## config.mk

```make
export PLATFORM = sky130hd
export DESIGN_NAME = lsu_mem_stage_flat
export DESIGN_NICKNAME = d
export VERILOG_FILES = /design/src/rtl/lsu_mem_stage_if.sv /design/src/rtl/lsu_mem_stage.sv /design/src/flat_wrapper.sv
export SDC_FILE = /design/constraint.sdc
export NUM_CORES = 1
export LEC_CHECK = 0
export ABC_AREA = 1
export BUFFER_PORTS_ARGS = -buffer_cell sky130_fd_sc_hd__buf_2
export CORE_MARGIN = 5
export CORE_UTILIZATION = 42
export CTS_CLUSTER_DIAMETER = 200
export CTS_CLUSTER_SIZE = 16
export DETAILED_ROUTE_END_ITERATION = 10
export GPL_ROUTABILITY_DRIVEN = 0
export HOLD_SLACK_MARGIN = 0.02
export PLACE_DENSITY = 0.74
export SYNTH_ARGS = -nofsm -noshare
export SYNTH_HDL_FRONTEND = slang
export SYNTH_SLANG_ARGS = --single-unit
```

## constraint.sdc

```tcl
create_clock -name clk -period 7.25 [get_ports clk]
set_input_delay 1.8125 -clock clk [delete_from_list [all_inputs] [get_ports clk]]
set_output_delay 1.8125 -clock clk [all_outputs]
set_load 0.005 [all_outputs]
```

## src/rtl/lsu_mem_stage_if.sv

```systemverilog
// Signal bundle between the execute stage, the data-memory port and writeback.
// The master modport is the load/store unit; slave is its environment.
interface lsu_mem_stage_if;
    // execute-stage request
    logic        req_valid;
    logic        req_ready;
    logic [5:0]  alucode;
    logic [31:0] addr;
    logic [31:0] store_data;
    logic [4:0]  rd_in;

    // data-memory port
    logic        mem_req;
    logic        mem_we;
    logic [31:0] mem_addr;
    logic [31:0] mem_wdata;
    logic [3:0]  mem_be;
    logic        mem_ack;
    logic [31:0] mem_rdata;

    // retirement / writeback
    logic        done;
    logic        wb_valid;
    logic [4:0]  wb_rd;
    logic [31:0] wb_data;
    logic        exc_valid;
    logic [1:0]  exc_code;

    modport master (
        input  req_valid, alucode, addr, store_data, rd_in,
        input  mem_ack, mem_rdata,
        output req_ready,
        output mem_req, mem_we, mem_addr, mem_wdata, mem_be,
        output done, wb_valid, wb_rd, wb_data, exc_valid, exc_code
    );

    modport slave (
        output req_valid, alucode, addr, store_data, rd_in,
        output mem_ack, mem_rdata,
        input  req_ready,
        input  mem_req, mem_we, mem_addr, mem_wdata, mem_be,
        input  done, wb_valid, wb_rd, wb_data, exc_valid, exc_code
    );
endinterface

```

## src/rtl/lsu_mem_stage.sv

```systemverilog
// Load/store unit: single-outstanding req/ack memory access with lane steering,
// load extension, misalignment and timeout exceptions.
module lsu_mem_stage #(
    parameter int unsigned MEM_TIMEOUT = 255
) (
    input  logic           clk,
    input  logic           rst,
    lsu_mem_stage_if.master bus
);
    // Memory operation codes, matching define.vh
    localparam logic [5:0] ALU_LB  = 6'd10;
    localparam logic [5:0] ALU_LH  = 6'd11;
    localparam logic [5:0] ALU_LW  = 6'd12;
    localparam logic [5:0] ALU_LBU = 6'd13;
    localparam logic [5:0] ALU_LHU = 6'd14;
    localparam logic [5:0] ALU_SB  = 6'd15;
    localparam logic [5:0] ALU_SH  = 6'd16;
    localparam logic [5:0] ALU_SW  = 6'd17;

    localparam logic [1:0] EXC_LOAD_MISALIGN  = 2'd0;
    localparam logic [1:0] EXC_STORE_MISALIGN = 2'd1;
    localparam logic [1:0] EXC_TIMEOUT        = 2'd2;

    localparam logic [15:0] TIMEOUT_LAST = 16'(MEM_TIMEOUT - 1);

    typedef enum logic [1:0] {
        S_IDLE = 2'd0,
        S_REQ  = 2'd1,
        S_DONE = 2'd2
    } state_t;

    state_t      state_reg,     state_next;
    logic [15:0] cnt_reg,       cnt_next;
    logic [5:0]  op_reg,        op_next;
    logic [1:0]  off_reg,       off_next;
    logic [4:0]  rd_reg,        rd_next;
    logic        mem_req_reg,   mem_req_next;
    logic        mem_we_reg,    mem_we_next;
    logic [31:0] mem_addr_reg,  mem_addr_next;
    logic [31:0] mem_wdata_reg, mem_wdata_next;
    logic [3:0]  mem_be_reg,    mem_be_next;
    logic        exc_pend_reg,  exc_pend_next;
    logic [1:0]  exc_code_reg,  exc_code_next;
    logic        wb_pend_reg,   wb_pend_next;
    logic [4:0]  wb_rd_reg,     wb_rd_next;
    logic [31:0] wb_data_reg,   wb_data_next;

    // Decode of the incoming request
    logic        in_is_mem;
    logic        in_is_load;
    logic        in_misaligned;
    logic [3:0]  in_be;
    logic [31:0] in_wdata;

    always_comb begin
        in_is_mem     = 1'b0;
        in_is_load    = 1'b0;
        in_misaligned = 1'b0;
        in_be         = 4'b1111;
        in_wdata      = 32'h0;
        case (bus.alucode)
            ALU_LB, ALU_LBU: begin
                in_is_mem  = 1'b1;
                in_is_load = 1'b1;
            end
            ALU_LH, ALU_LHU: begin
                in_is_mem     = 1'b1;
                in_is_load    = 1'b1;
                in_misaligned = bus.addr[0];
            end
            ALU_LW: begin
                in_is_mem     = 1'b1;
                in_is_load    = 1'b1;
                in_misaligned = |bus.addr[1:0];
            end
            ALU_SB: begin
                in_is_mem = 1'b1;
                in_be     = 4'b0001 << bus.addr[1:0];
                in_wdata  = {4{bus.store_data[7:0]}};
            end
            ALU_SH: begin
                in_is_mem     = 1'b1;
                in_misaligned = bus.addr[0];
                in_be         = 4'b0011 << bus.addr[1:0];
                in_wdata      = {2{bus.store_data[15:0]}};
            end
            ALU_SW: begin
                in_is_mem     = 1'b1;
                in_misaligned = |bus.addr[1:0];
                in_wdata      = bus.store_data;
            end
            default: ;
        endcase
    end

    // Load extraction from the returned word, using the latched byte offset
    logic [31:0] rdata_shifted;
    logic [31:0] load_ext;
    logic        op_is_load;

    always_comb begin
        rdata_shifted = bus.mem_rdata >> {off_reg, 3'b000};
        op_is_load    = 1'b1;
        case (op_reg)
            ALU_LB:  load_ext = {{24{rdata_shifted[7]}}, rdata_shifted[7:0]};
            ALU_LBU: load_ext = {24'h0, rdata_shifted[7:0]};
            ALU_LH:  load_ext = {{16{rdata_shifted[15]}}, rdata_shifted[15:0]};
            ALU_LHU: load_ext = {16'h0, rdata_shifted[15:0]};
            ALU_LW:  load_ext = rdata_shifted;
            default: begin
                load_ext   = rdata_shifted;
                op_is_load = 1'b0;
            end
        endcase
    end

    always_comb begin
        state_next     = state_reg;
        cnt_next       = cnt_reg;
        op_next        = op_reg;
        off_next       = off_reg;
        rd_next        = rd_reg;
        mem_req_next   = mem_req_reg;
        mem_we_next    = mem_we_reg;
        mem_addr_next  = mem_addr_reg;
        mem_wdata_next = mem_wdata_reg;
        mem_be_next    = mem_be_reg;
        exc_pend_next  = exc_pend_reg;
        exc_code_next  = exc_code_reg;
        wb_pend_next   = wb_pend_reg;
        wb_rd_next     = wb_rd_reg;
        wb_data_next   = wb_data_reg;

        case (state_reg)
            S_IDLE: begin
                if (bus.req_valid && in_is_mem) begin
                    op_next  = bus.alucode;
                    off_next = bus.addr[1:0];
                    rd_next  = bus.rd_in;
                    wb_pend_next = 1'b0;
                    if (in_misaligned) begin
                        // Never touches memory; retire straight away with an exception
                        state_next    = S_DONE;
                        exc_pend_next = 1'b1;
                        exc_code_next = in_is_load ? EXC_LOAD_MISALIGN : EXC_STORE_MISALIGN;
                        wb_rd_next    = bus.rd_in;
                    end else begin
                        state_next     = S_REQ;
                        cnt_next       = 16'h0;
                        exc_pend_next  = 1'b0;
                        mem_req_next   = 1'b1;
                        mem_we_next    = ~in_is_load;
                        mem_addr_next  = {bus.addr[31:2], 2'b00};
                        mem_wdata_next = in_wdata;
                        mem_be_next    = in_be;
                    end
                end
            end
            S_REQ: begin
                if (bus.mem_ack) begin
                    state_next   = S_DONE;
                    mem_req_next = 1'b0;
                    wb_rd_next   = rd_reg;
                    if (op_is_load) begin
                        wb_data_next = load_ext;
                        wb_pend_next = (rd_reg != 5'd0);
                    end
                end else if (cnt_reg == TIMEOUT_LAST) begin
                    state_next    = S_DONE;
                    mem_req_next  = 1'b0;
                    exc_pend_next = 1'b1;
                    exc_code_next = EXC_TIMEOUT;
                    wb_rd_next    = rd_reg;
                end else begin
                    cnt_next = cnt_reg + 16'd1;
                end
            end
            S_DONE: begin
                state_next    = S_IDLE;
                exc_pend_next = 1'b0;
                wb_pend_next  = 1'b0;
            end
            default: begin
                state_next   = S_IDLE;
                mem_req_next = 1'b0;
            end
        endcase
    end

    always_ff @(posedge clk or posedge rst) begin
        if (rst) begin
            state_reg     <= S_IDLE;
            cnt_reg       <= 16'h0;
            op_reg        <= 6'h0;
            off_reg       <= 2'h0;
            rd_reg        <= 5'h0;
            mem_req_reg   <= 1'b0;
            mem_we_reg    <= 1'b0;
            mem_addr_reg  <= 32'h0;
            mem_wdata_reg <= 32'h0;
            mem_be_reg    <= 4'h0;
            exc_pend_reg  <= 1'b0;
            exc_code_reg  <= 2'h0;
            wb_pend_reg   <= 1'b0;
            wb_rd_reg     <= 5'h0;
            wb_data_reg   <= 32'h0;
        end else begin
            state_reg     <= state_next;
            cnt_reg       <= cnt_next;
            op_reg        <= op_next;
            off_reg       <= off_next;
            rd_reg        <= rd_next;
            mem_req_reg   <= mem_req_next;
            mem_we_reg    <= mem_we_next;
            mem_addr_reg  <= mem_addr_next;
            mem_wdata_reg <= mem_wdata_next;
            mem_be_reg    <= mem_be_next;
            exc_pend_reg  <= exc_pend_next;
            exc_code_reg  <= exc_code_next;
            wb_pend_reg   <= wb_pend_next;
            wb_rd_reg     <= wb_rd_next;
            wb_data_reg   <= wb_data_next;
        end
    end

    // Retirement pulses exist only while in DONE
    assign bus.req_ready = (state_reg == S_IDLE);
    assign bus.done      = (state_reg == S_DONE);
    assign bus.exc_valid = (state_reg == S_DONE) && exc_pend_reg;
    assign bus.wb_valid  = (state_reg == S_DONE) && wb_pend_reg;
    assign bus.exc_code  = exc_code_reg;
    assign bus.wb_rd     = wb_rd_reg;
    assign bus.wb_data   = wb_data_reg;

    assign bus.mem_req   = mem_req_reg;
    assign bus.mem_we    = mem_we_reg;
    assign bus.mem_addr  = mem_addr_reg;
    assign bus.mem_wdata = mem_wdata_reg;
    assign bus.mem_be    = mem_be_reg;
endmodule

```

## src/flat_wrapper.sv

```systemverilog
// flat-port wrapper written by rule: the top's interface ports become plain ports
module lsu_mem_stage_flat 
#(
    parameter int unsigned MEM_TIMEOUT = 255
)
  (clk, rst, bus_req_valid, bus_alucode, bus_addr, bus_store_data, bus_rd_in, bus_mem_ack, bus_mem_rdata, bus_req_ready, bus_mem_req, bus_mem_we, bus_mem_addr, bus_mem_wdata, bus_mem_be, bus_done, bus_wb_valid, bus_wb_rd, bus_wb_data, bus_exc_valid, bus_exc_code);
  lsu_mem_stage_if bus_i ();
  input  logic clk;
  input  logic rst;
  input wire logic [$bits(bus_i.req_valid)-1:0] bus_req_valid;
  input wire logic [$bits(bus_i.alucode)-1:0] bus_alucode;
  input wire logic [$bits(bus_i.addr)-1:0] bus_addr;
  input wire logic [$bits(bus_i.store_data)-1:0] bus_store_data;
  input wire logic [$bits(bus_i.rd_in)-1:0] bus_rd_in;
  input wire logic [$bits(bus_i.mem_ack)-1:0] bus_mem_ack;
  input wire logic [$bits(bus_i.mem_rdata)-1:0] bus_mem_rdata;
  output wire logic [$bits(bus_i.req_ready)-1:0] bus_req_ready;
  output wire logic [$bits(bus_i.mem_req)-1:0] bus_mem_req;
  output wire logic [$bits(bus_i.mem_we)-1:0] bus_mem_we;
  output wire logic [$bits(bus_i.mem_addr)-1:0] bus_mem_addr;
  output wire logic [$bits(bus_i.mem_wdata)-1:0] bus_mem_wdata;
  output wire logic [$bits(bus_i.mem_be)-1:0] bus_mem_be;
  output wire logic [$bits(bus_i.done)-1:0] bus_done;
  output wire logic [$bits(bus_i.wb_valid)-1:0] bus_wb_valid;
  output wire logic [$bits(bus_i.wb_rd)-1:0] bus_wb_rd;
  output wire logic [$bits(bus_i.wb_data)-1:0] bus_wb_data;
  output wire logic [$bits(bus_i.exc_valid)-1:0] bus_exc_valid;
  output wire logic [$bits(bus_i.exc_code)-1:0] bus_exc_code;
  assign bus_i.req_valid = bus_req_valid;
  assign bus_i.alucode = bus_alucode;
  assign bus_i.addr = bus_addr;
  assign bus_i.store_data = bus_store_data;
  assign bus_i.rd_in = bus_rd_in;
  assign bus_i.mem_ack = bus_mem_ack;
  assign bus_i.mem_rdata = bus_mem_rdata;
  assign bus_req_ready = bus_i.req_ready;
  assign bus_mem_req = bus_i.mem_req;
  assign bus_mem_we = bus_i.mem_we;
  assign bus_mem_addr = bus_i.mem_addr;
  assign bus_mem_wdata = bus_i.mem_wdata;
  assign bus_mem_be = bus_i.mem_be;
  assign bus_done = bus_i.done;
  assign bus_wb_valid = bus_i.wb_valid;
  assign bus_wb_rd = bus_i.wb_rd;
  assign bus_wb_data = bus_i.wb_data;
  assign bus_exc_valid = bus_i.exc_valid;
  assign bus_exc_code = bus_i.exc_code;
  lsu_mem_stage #(.MEM_TIMEOUT(MEM_TIMEOUT)) u_core (.clk(clk), .rst(rst), .bus(bus_i));
endmodule
```

==> flow_metrics.tcl <==
set metrics [dict create \
    crit_arrival_ps 3890 \
    dp_slack_ps 3285 \
    ys_seq_elements 140 \
    slowest_stage "nand2_1" \
    status "finished clean" \
    fin_setup_tns_ps 0 \
    setup_viol_count_final 0 \
    routed_via_density 4.968 \
    die-area_um2 19950 \
    grt_first_pass_wirelength_um 33710 \
    crit_path_start_kind "input port" \
    coreArea_um2 17120 \
    hold_class "reg -> reg" \
    cp_max_fo 22 \
    maxCapViolCount 0 \
    grt_pass1_vias 6879 \
    maxSlewViolCount 0 \
    async_flop_share 1.000 \
    cts_inserted_buffers 17 \
    critPathCaptureType "flip-flop" \
    cts.path.max_buffers 2 \
    rrSetupSlack_ps 4300 \
    crit_start "bus_alucode[5]" \
    ctsHoldBuffers 0 \
    antenna_found_initial 2 \
    clkLatencyLatePin_ps 430 \
    ant_nets 0 \
    initialDrtViolationCount 452 \
    cts_tree "yes" \
    placed_cell_area_um2 8421 \
    grt_usage 0.2084 \
    fp-row-count 48 \
    rr_startpoint "u_core.state_reg[1]" \
    endpoint "u_core.cnt_reg[13]" \
    rsz0062_at_grt "no" \
    worst_pin_slew_ps 945.7 \
    final_common_cell "nand2_1" \
    clock_skew_ps 10.38 \
    final_cell_mix "nand2_1 (365), buf_2 (221), dfrtp_1 (140)" \
    nFillCells 1722 \
    yosysWarnings 0 \
    cts_root_buffer "clkbuf_16" \
    fin_crit_sh 0.4944 \
    synthDistinctLibCells 36 \
    vias 7015 \
    synth_area_um2 7236 \
    r2r_end "u_core.cnt_reg[13]" \
    leakage_nw 4.954 \
    h-tree-depth 4 \
    worstSetupPathType "in -> reg" \
    drive_gt1_frac 0.2352 \
    synth_area_per_cell_um2 7.414 \
    dr.pass1.iters 6 \
    die_w_um 141.3 \
    synth_enable_flop_cells 0 \
    rr_worst_depth 10 \
    layout.nets 1291 \
    crit_required_ps 7560 \
    clkSinkCount 140 \
    grt_overflow_total 0 \
    grt_max_degree 86 \
    numPortBuffers 221 \
    layout_setup_ws_ps 3666 \
    syn_inst 976 \
    critical_path.cell_chain "buf_2 -> nor2_2 -> nand3_2 -> nand3_2 -> nand2_1 -> nand2_1 -> nand3_2 -> nand2_1 -> nand2_1" \
    hpwl_um 14970 \
    max_freq_mhz 279.0 \
    postCtsResizedCells 0 \
    fin_area_um2 9007 \
    hold_viol_final 0 \
    routed_wl_um 20370 \
    ys.flop_type "dfrtp_1" \
    io-pin-count 224 \
    max-slew-margin-rel 0.3680 \
    postCtsSetupRepairBufs 0 \
    ys_seq_area_frac 0.4842 \
    whs_path_depth 2 \
    drc 0 \
    p_per_area_nw_per_um2 344.9 \
    routedWlPerCell_um 14.43 \
    syn2layout_area_growth_pct 24.49 \
    peakVddDrop_mv 0.1715 \
    fin_crit_ps 3584 \
    finalPower_mw 3.106 \
    slowest_delay_ps 570 \
    path_clk_slew_ps 70 \
    fp.dieH_um 141.3 \
    initial_core_util 0.4227 \
    cp_common_cell "nand2_1" \
]
## routing by layer
layer,vias up,GRT usage,share of wire
li1,3533,-,-
met1,3194,0.2694,0.42
met2,249,0.3396,0.47
met3,35,0.05999,0.083
met4,4,0.06578,0.020
met5,-,0,0.0017
## cells by family after synthesis
group | Yosys count | synth area share
compound gates | 139 | 0.1024
xor+xnor | 3 | 0.003632
fa+ha+maj | 6 | 0.01037
buf+inv | 122 | 0.07401
flops | 140 | 0.4842
other cells | 1 | 0.0005183
simple gates | 565 | 0.3249
## cell type report
class	instances	area (um2)	share of cell area
Sequential cell	140	3503	0.3889
Multi-Input combinational cell	715	3206	0.3559
Timing Repair Buffer	227	1151	0.1278
Clock buffer	17	425.4	0.04723
Tap cell	225	281.5	0.03125
Inverter	73	279.0	0.03098
Clock inverter	14	158.9	0.01764
Antenna cell	1	2.502	0.0002778
## critical path, delay by kind of cell
family / cells / cell delay, ps
buffers and inverters: 1 / 120
and+or+nand+nor: 8 / 1950
## cell usage after synthesis, types with 2 or more instances
master    number  area share
clkinv_1       2      0.0010
o21ai_0       71       0.049
o21ai_1       24       0.017
nand4_1       21       0.018
buf_4          8      0.0083
nor2_1        85       0.044
nor3b_1        2      0.0021
a21oi_1       19       0.013
clkbuf_1      17      0.0088
inv_1         66       0.034
nor3_1         3      0.0021
a22oi_1        4      0.0042
ha_1           6       0.010
a31oi_1       16       0.014
and2_1         2      0.0017
buf_2         20       0.014
nor2_2         4      0.0035
nand3_2        4      0.0055
o21ai_2        2      0.0024
xor2_1         3      0.0036
inv_2          5      0.0026
nand3_1       73       0.050
buf_6          3      0.0047
dfrtp_1      140        0.48
nand2_1      365        0.19
## stage by stage
stage / util / hold slack [ps] / instances
floorplan: - / 442.0 / 977
global placement: 0.4920 / 449.8 / 1380
detailed placement: 0.4920 / 452.7 / 1380
CTS: 0.5261 / 468.8 / 1411
global route: 0.5261 / 488.3 / 1411
finish: 0.5262 / 466.1 / 1412
## report_power, final
part | switching (mW) | internal [mW] | total (mW)
registers | 0.145 | 1.02 | 1.17
logic | 0.657 | 0.404 | 1.06
clock network | 0.365 | 0.512 | 0.876
total | 1.17 | 1.94 | 3.11
## how the worst min path moves through the flow
stage / from / to
after floorplan: u_core.wb_pend_reg / u_core.wb_pend_reg
after global placement: u_core.bus.mem_addr[27] / u_core.bus.mem_addr[27]
after detailed placement: u_core.bus.mem_addr[5] / u_core.bus.mem_addr[5]
after CTS: u_core.bus.mem_addr[5] / u_core.bus.mem_addr[5]
after global routing: u_core.bus.mem_be[3] / u_core.bus.mem_be[3]
final: u_core.bus.mem_wdata[16] / u_core.bus.mem_wdata[16]
No activity file was read; power rests on OpenSTA's default activity.
